--- src/rtl/dac_multi_pkg.sv ---
// Shared types and helpers for the multi-channel DAC model.
// Holds the FSM encoding, code-to-voltage and slew arithmetic.
package dac_multi_pkg;

    typedef enum logic [0:0] {
        S_IDLE = 1'b0,
        S_XFER = 1'b1
    } state_e;

    // Codes are carried zero-extended to 16 bits, the widest supported.
    function automatic real code_to_volt(
        input logic [15:0] code,
        input int          width,
        input real         vref,
        input bit          bipolar
    );
        real full;
        real half;
        full = real'(32'd1 << width);
        half = full / 2.0;
        if (bipolar)
            return vref * (real'(code) - half) / half;
        return vref * real'(code) / full;
    endfunction

    // One slew step toward tgt; never overshoots and never wraps.
    function automatic logic [15:0] slew_next(
        input logic [15:0] cur,
        input logic [15:0] tgt,
        input int          step
    );
        logic signed [16:0] d;
        logic signed [16:0] mag;
        d   = $signed({1'b0, tgt}) - $signed({1'b0, cur});
        mag = (d < 0) ? -d : d;
        if (step == 0 || int'(mag) <= step)
            return tgt;
        if (d > 0)
            return cur + 16'(step);
        return cur - 16'(step);
    endfunction

endpackage

--- src/rtl/dac_slew_chan.sv ---
// One DAC channel: target register plus slew-limited output code.
// settled is high whenever the output has reached its target.
module dac_slew_chan
    import dac_multi_pkg::*;
#(
    parameter int WIDTH      = 8,
    parameter int SLEW_STEP  = 0,
    parameter int RESET_CODE = 0
) (
    input  logic             clk,
    input  logic             rst_n,
    input  logic             load,
    input  logic [WIDTH-1:0] load_code,
    output logic [WIDTH-1:0] out_code,
    output logic             settled
);

    logic [WIDTH-1:0] dac_reg;

    // Target register, loaded by a write (auto) or a transfer (ldac).
    always_ff @(posedge clk or negedge rst_n) begin
        if (!rst_n)
            dac_reg <= WIDTH'(RESET_CODE);
        else if (load)
            dac_reg <= load_code;
    end

    // Output ramps toward the target as it stood before this edge.
    always_ff @(posedge clk or negedge rst_n) begin
        if (!rst_n)
            out_code <= WIDTH'(RESET_CODE);
        else
            out_code <= WIDTH'(slew_next(16'(out_code), 16'(dac_reg),
                                         SLEW_STEP));
    end

    assign settled = (out_code == dac_reg);

endmodule

--- config.mk ---
export PLATFORM = sky130hd
export DESIGN_NAME = dac_slew_chan
export DESIGN_NICKNAME = d
export VERILOG_FILES = /design/src/rtl/dac_multi_pkg.sv /design/src/rtl/dac_slew_chan.sv
export SDC_FILE = /design/constraint.sdc
export NUM_CORES = 1
export LEC_CHECK = 0
export CAP_MARGIN = 20
export CORE_MARGIN = 8
export CORE_UTILIZATION = 34
export DETAILED_ROUTE_END_ITERATION = 8
export PLACE_DENSITY = 0.6
export SETUP_SLACK_MARGIN = 0.5
export SLEW_MARGIN = 10
export SYNTH_ARGS = -nofsm -noshare
export SYNTH_HDL_FRONTEND = slang
export SYNTH_SLANG_ARGS = --single-unit
--- constraint.sdc ---
create_clock -name clk -period 0.9 [get_ports clk]
set_input_delay 0.135 -clock clk [delete_from_list [all_inputs] [get_ports clk]]
set_output_delay 0.135 -clock clk [all_outputs]
set_load 0.01 [all_outputs]
==> flow_summary_export.csv <==
group,metric,value,unit
global_routing,grt_antenna_before_repair,0,
logic_synthesis,ys_top_cells_by_area,"dfrtp_1, mux2_4, xnor2_1",
global_routing,overflow,0,
pwr,combPwrFrac,26.7,%
global_routing,grt_use_total,7.92,%
timing,finalCritPeriodShare,150,%
worst_setup_path,path_buf_inv,1,
timing,post-route-min-period,1.35,ns
pwr,ir_worst_vdd,1.08,mV
placement,placed_area,951,um2
placement,place.gp.congestion,0.717,
logic_synthesis,async_flop_share,100,%
pwr,total_leakage_power,0.508,nW
timing,worst_pin_slew,0.196,ns
layout,antenna_cells,0,
layout,num-nets-final,90,
layout,drive_above_1_share,56.4,%
worst_setup_path,critPathArrivalTime,1.22,ns
logic_synthesis,synth-seq-cells,16,
floorplan,die_h,58.6,um
timing,final_max_slew_viol_count,0,
pwr,seqPwrFrac,47.5,%
pwr,p_clk_share,25.8,%
floorplan,io_pins,20,
clock_network,cts.sinks,16,
drt,ant_nets,0,
logic_synthesis,synthesis.area,618,um2
floorplan,fp-row-count,15,
timing,layout_setup_ws,-0.452,ns
logic_synthesis,synth_commonest_cells,"dfrtp_1, mux2_4, xnor2_1, nand4_1",
clock_network,htreeDepth,1,
layout,final_area,1080,um2
logic_synthesis,synth_top_area_share,64.8,%
logic_synthesis,ys_warn_count,0,
clock_network,clk_pin_slew,0.09,ns
worst_setup_path,path_cells,"xnor2_2, nand4_1, nor2_2, buf_2",
logic_synthesis,synth_edf_count,0,
worst_setup_path,path_delay_family,"flip-flops",
floorplan,die_w,58.6,um
pwr,switching_power,0.418,mW
run,drv_cap,0,
worst_setup_path,critical_path_class,"reg -> out",
worst_hold_path,worstHoldPathType,"in -> async",
floorplan,die-area,3440,um2
drt,dr.pass1.iters,2,
clock_network,cts-root-buf,"clkbuf_4",
clock_network,cts_buffers,3,
timing,fin_hold_ws,0.161,ns
worst_setup_path,cp-end-kind,"output pin",
timing,setup-violations-final,12,
worst_setup_path,start_kind,"flip-flop",
worst_setup_path,slowest_stage,"dfrtp_1",
clock_network,cts_buffer_depth,2,
logic_synthesis,synth.distinct_cells,6,
status,status,"finished with violations",
logic_synthesis,ys_seq_area_share,64.8,%
layout,finish.utilization,62.8,%
global_routing,grt_pass1_wl,2040,um
timing,skew,0.000259,ns
worst_setup_path,slowest_delay,0.42,ns
drt,finalWirelength,1220,um
drt,drt-initial-drc-count,4,
timing,grt_setup_unrepaired,"true",
worst_setup_path,worstPathRequired,0.76,ns
pwr,p_sw_share,23.2,%
drt,drt-wirelength-per-cell,11.8,um
logic_synthesis,syn_area_per_cell,17.2,um2
drt,num_vias,425,
global_routing,grt_pass1_vias,447,
logic_synthesis,yosysMostFrequentCell,"dfrtp_1",
placement,pre_cts_ws,-0.598,ns
timing,slew_headroom,86.9,%
timing,setup_tns,-1.84,ns
pwr,cellPowerDensity,1660,nW/um2
clock_network,clkLatencyLatePin,0.28,ns
floorplan,start_util,35.8,%
placement,port_buffers,19,
logic_synthesis,synthCells,36,
timing,max_freq,0.739,GHz
drt,viasPerCell,4.13,
global_routing,grt_max_degree,17,
timing,report.final.hold_viol_count,0,
worst_setup_path,crit_fanout,2,
status,violations,"negative setup slack",
layout,area_growth,75.5,%
drt,drc,0,
floorplan,core,1730,um2
pwr,p_int,1.38,mW
logic_synthesis,syn-num-nets,47,
clock_network,cts_tree,"built",
logic_synthesis,ys.flop_type,"dfrtp_1",
logic_synthesis,synth.largest_area_cell,"dfrtp_1",
==> layer usage <==
metal	wire [um]	track usage, %	up-vias	share of wire, %
met5	0	0	-	0
met4	0	5.12	0	0
met3	81	3.70	0	6.6
met2	563	10.7	12	46
met1	574	9.77	209	47
li1	-	-	204	-
==> worst register-to-register path: stages, from the launching register on <==
cell	delay [ns]
dfrtp_1	0.41
buf_6	0.12
buf_6	0.10
mux2_4	0.25
==> per-stage QoR <==
step,std cells,total power [mW]
2_1_floorplan,36,1.01
6_report,103,1.80
5_1_grt,103,1.90
3_3_place_gp,95,1.25
3_5_place_dp,95,1.26
4_1_cts,101,1.78
==> power groups by stage <==
stage          clock [mW]  combinational (mW)  sequential, mW
6_report            0.464               0.481           0.856
5_1_grt             0.523               0.517           0.864
4_1_cts             0.477               0.455           0.850
3_5_place_dp            0               0.402           0.855
3_3_place_gp            0               0.400           0.852
2_1_floorplan           0               0.136           0.873
==> logic make-up (layout without fill, tap and decap cells) <==
kind of cell	Yosys count	after routing	synth area share (%)
muxes	8	8	19.4
DFF	16	16	64.8
and+or+nand+nor	3	3	2.63
xor gates and xnor gates	8	8	11.3
buffers and inverters	1	43	1.82
==> cell type report <==
| cell class | count | area [um2] |
|---|---|---|
| fillers | 142 | 642 |
| repair buffers | 39 | 393 |
| clock buffers | 4 | 36.3 |
| flip-flops and latches | 16 | 400 |
| multi-input cells | 19 | 224 |
| well taps | 25 | 31.3 |
==> final timing paths <==
kind	start	end	slack, ns	depth (start not counted)
setup / recovery	out_code[7]	settled	-0.45	4
hold / removal	rst_n	out_code[1]	0.16	2
setup reg to reg	dac_reg[6]	dac_reg[6]	-0.09	3
hold reg to reg	dac_reg[4]	out_code[4]	0.51	1
max in group asynchronous	rst_n	out_code[6]	0.57	2
min in group clk	load_code[7]	dac_reg[7]	0.46	2
==> cell usage in the layout, fill, tap and decap left out, drive strengths merged <==
cell / count
clkbuf: 4
dfrtp: 16
xnor2: 8
buf: 29
clkdlybuf4s50: 10
nor2: 1
nand4: 2
mux2: 8
==> repair_timing <==
action,in CTS,in global routing
setup buffers,2,2
hold buffers,0,0
endpoints found under the hold margin,0,0
gates resized for setup,55,5
endpoints found under the setup margin,25,25
pin swaps,5,4
gates cloned,0,0
Note: power is estimated with default switching activity, not from simulation.
==> variant 1 (config.mk and constraints unchanged) <==
Make the reset (`rst_n`) synchronous in 2 clocked blocks.
--- a/src/rtl/dac_slew_chan.sv
+++ b/src/rtl/dac_slew_chan.sv
@@ -19,5 +19,5 @@
 
     // Target register, loaded by a write (auto) or a transfer (ldac).
-    always_ff @(posedge clk or negedge rst_n) begin
+    always_ff @(posedge clk) begin
         if (!rst_n)
             dac_reg <= WIDTH'(RESET_CODE);
@@ -27,5 +27,5 @@
 
     // Output ramps toward the target as it stood before this edge.
-    always_ff @(posedge clk or negedge rst_n) begin
+    always_ff @(posedge clk) begin
         if (!rst_n)
             out_code <= WIDTH'(RESET_CODE);
Check against the original RTL: differs if rst_n is asserted again (counterexample within 4 cycles, from zero or initial values and one cycle with rst_n low); with rst_n held inactive, the same outputs for 10 cycles.
==> variant 1 against the unedited design <==
  * The run still ends with setup timing left
  * Sequential cell count unchanged
  * Via count up 15%
  * Power down 19%
  * Worst setup slack better by 67 ps
  * Clock skew about the same
  * Final area up 0.12%
  * Utilization up 0.76 points
  * First-iteration DRC count down 50%
  * Synthesized area down 2.0%
  * Sequential power down 8.8%
  * Register-to-register slack better by 160 ps
  * Synthesized cell count up 47%
  * Wire length up 17%
  * Largest cell class is now buffers
  * Highest routed layer is now met4
==> variant 1: results (changes against the unedited design) <==
| Metric | Value |
|---|---|
| Status | `complete, but fails checks (unchanged)` |
| Failing checks | `setup timing (unchanged)` |
| Multi-input gates | `35 (was 19)` |
| Combinational share of power | `20.5% (was 26.7%)` |
| XOR/XNOR Fraction of Synth Area | `11.6% (was 11.3%)` |
| Placed Cells | `108 (was 95)` |
| Max stage delay cell, worst path | `dfxtp_2 (was dfrtp_1)` |
| Reg2reg setup slack | `70 ps (was -90 ps)` |
| Flop pwr share | `53.8% (was 47.5%)` |
| Buffers, non-clock | `36 (was 39)` |
| CP arrival | `1150 ps (was 1220 ps)` |
| Layout Cells excl Fill | `115 (was 103)` |
| Multi-input combinational cell area | `314 um2 (was 224 um2)` |
| Vias | `488 (was 425)` |
| Final Wtd Congestion | `0.681 (was 0.717)` |
| Mux cell area share after synthesis | `13.2% (was 19.4%)` |
| Synth Area per Inst | `11.4 um2 (was 17.2 um2)` |
| Layout cell share with drive strength beyond 1 | `62.2% (was 56.4%)` |
| Setup Skew | `0.364 ps (was 0.259 ps)` |
| Synth area leaders | `dfxtp_1 (53%), mux2i_1 (13%), xnor2_1 (12%), and2_1 (8.3%), nor2b_1 (8.3%) (was dfrtp_1 (65%), mux2_4 (19%), xnor2_1 (11%), nand4_1 (2.0%), buf_6 (1.8%))` |
| DP Area | `926 um2 (was 951 um2)` |
| Reg2Reg Capture Point | `dac_reg[3] (was dac_reg[6])` |
| Sequential share of cell area | `31.8% (was 36.9%)` |
| Sequential share of the synthesized area | `52.9% (was 64.8%)` |
| # setup viols final | `4 (was 12)` |
| Final clock-cell share | `2.07% (was 3.34%)` |
| Slowest stage delay, CP | `340 ps (was 420 ps)` |
| Drt initial violations | `2 (was 4)` |
| Nets | `103 (was 90)` |
| Total track usage | `9.85% (was 7.92%)` |
| Setup WS post-layout | `-385 ps (was -452 ps)` |
| Actual slew at the worst max-slew pin | `137 ps (was 196 ps)` |
[variant 1: cell types whose count changed after synthesis, sizes merged]
cell | unedited run | this run
and2 | 0 | 8
clkbuf | 0 | 1
dfrtp | 16 | 0
dfxtp | 0 | 16
mux2 | 8 | 0
mux2i | 0 | 8
nor2b | 0 | 8
[variant 1: worst max-delay path by stage]
stage / from / to / slack, ps / cells after the start
after floorplan: out_code[0] / settled / 40 / 3
after global placement: dac_reg[3] / settled / -510 / 4
after detailed placement: dac_reg[3] / settled / -520 / 4
after global routing: out_code[2] / settled / -470 / 4
final: dac_reg[3] / settled / -390 / 4
after CTS: dac_reg[6] / settled / -390 / 4
[variant 1: routing by layer]
| metal | wire length [um] | GRT usage [%] | part of all wire, % |
|---|---|---|---|
| met4 | 46 | 8.39 | 3.2 |
| met2 | 672 | 15.0 | 47 |
| met5 | 0 | 0 | 0 |
| met3 | 51 | 2.65 | 3.6 |
| met1 | 653 | 11.1 | 46 |
==> variant 2 (config.mk and constraints unchanged) <==
Made on the original files. `WIDTH`: 8 -> 10.
--- a/src/rtl/dac_slew_chan.sv
+++ b/src/rtl/dac_slew_chan.sv
@@ -4,5 +4,5 @@
     import dac_multi_pkg::*;
 #(
-    parameter int WIDTH      = 8,
+    parameter int WIDTH      = 10,
     parameter int SLEW_STEP  = 0,
     parameter int RESET_CODE = 0
Ports: changed (resized load_code and out_code); port bits go from 20 to 24. The function was not compared with the original's and may differ.
==> variant 2 against the unedited design <==
  * The run still ends with setup timing left
  * Wire length is 32% higher
  * Cell count rose by 15%
  * Sequential power grew 24%
  * Sequential cell count grew 4
  * Utilization is 4.1 points lower
  * Power rose by 11%
  * Synthesized area up 19%
  * Clock power is 13% lower
  * Final area increased by 15%
  * Worst setup slack worse by 180 ps
==> variant 2: results (changes against the unedited design) <==
| Metric | Value |
|---|---|
| Most instantiated cells after synthesis | `dfrtp_1 (20), mux2_2 (10), xnor2_1 (8) (was dfrtp_1 (16), mux2_4 (8), xnor2_1 (8))` |
| Setup WS post-layout | `-633 ps (was -452 ps)` |
| Layout cell share with drive strength beyond 1 | `51.1% (was 56.4%)` |
| Nets | `105 (was 90)` |
| Wire length on met3 | `80 um (was 81 um)` |
| Final Wtd Congestion | `0.707 (was 0.717)` |
| Synth cell types | `7 (was 6)` |
| Vias in the first global route | `618 (was 447)` |
| Slew margin rel. | `81.1% (was 86.9%)` |
| Worst VDD drop | `931 uV (was 1080 uV)` |
| Pleak | `0.566 nW (was 0.508 nW)` |
| WL met2 | `827 um (was 563 um)` |
| Met3 usage | `2.15% (was 3.70%)` |
| Syn Nets | `57 (was 47)` |
| Global-route wire length before repair | `2860 um (was 2040 um)` |
| Critical Path Source | `dac_reg[9] (was out_code[7])` |
| Place WS | `-741 ps (was -598 ps)` |
| # setup viols final | `13 (was 12)` |
| Pin count of the biggest net entering global routing | `21 (was 17)` |
| Status | `complete, but fails checks (unchanged)` |
| Layout Cells excl Fill | `118 (was 103)` |
| Wire per inst | `13.6 um (was 11.8 um)` |
| CP arrival | `1400 ps (was 1220 ps)` |
| Vias | `513 (was 425)` |
| Failing checks | `setup timing (unchanged)` |
-- variant 2: changes by cell type after synthesis, sizes merged --
cell	delta
nor2	-1
dfrtp	+4
mux2	+2
xor2	+2
nor4	+1
-- variant 2: where the power goes --
part	internal, mW	switching, mW
Clock	0.156	0.247
Combinational	0.362	0.177
Sequential	0.989	0.0706
Total	1.51	0.494
-- variant 2: final timing paths --
| kind | slack (ps) | to | depth (start not counted) |
|---|---|---|---|
| worst max-delay path | -630 | settled | 4 |
| worst min-delay path | 170 | dac_reg[0] | 2 |
| worst max register to register | -80 | dac_reg[2] | 3 |
| worst min register to register | 510 | out_code[8] | 1 |
| max in group asynchronous | 600 | out_code[2] | 2 |
| min in group clk | 390 | dac_reg[6] | 3 |
-- variant 2: cells by family after synthesis --
logic type	count (synthesis)	synth area share, %
and+or+nand+nor	3	3.41
muxes	10	15.4
xor gates and xnor gates	10	11.9
DFF	20	68.3
buffers and inverters	1	1.02
-- variant 2: worst max-delay path, stage by stage (launching register included) --
cell and delay (ps):
dfrtp_1 410, xnor2_1 160, nand4_1 150, nor4_4 220
buf_2 160
-- variant 2: cell type report --
class                           count  area [um2]
Fill cell                         183         878
Sequential cell                    20         500
Timing Repair Buffer               44         442
Multi-Input combinational cell     23         249
Tap cell                           28        35.0
Clock buffer                        3        22.5
-- variant 2: per-stage QoR --
step	power (mW)	cell area (um2)
3_3_place_gp	1.54	1150
2_1_floorplan	1.23	742
4_1_cts	2.03	1240
5_1_grt	2.12	1250
3_5_place_dp	1.55	1150
6_report	2.00	1250
-- variant 2: repair_timing --
action / in CTS / in global routing
pin swaps: 2 / 1
setup endpoints to repair: 31 / 31
gates resized for setup: 70 / 1
buffers inserted: 2 / 0
endpoints found under the hold margin: 0 / 0
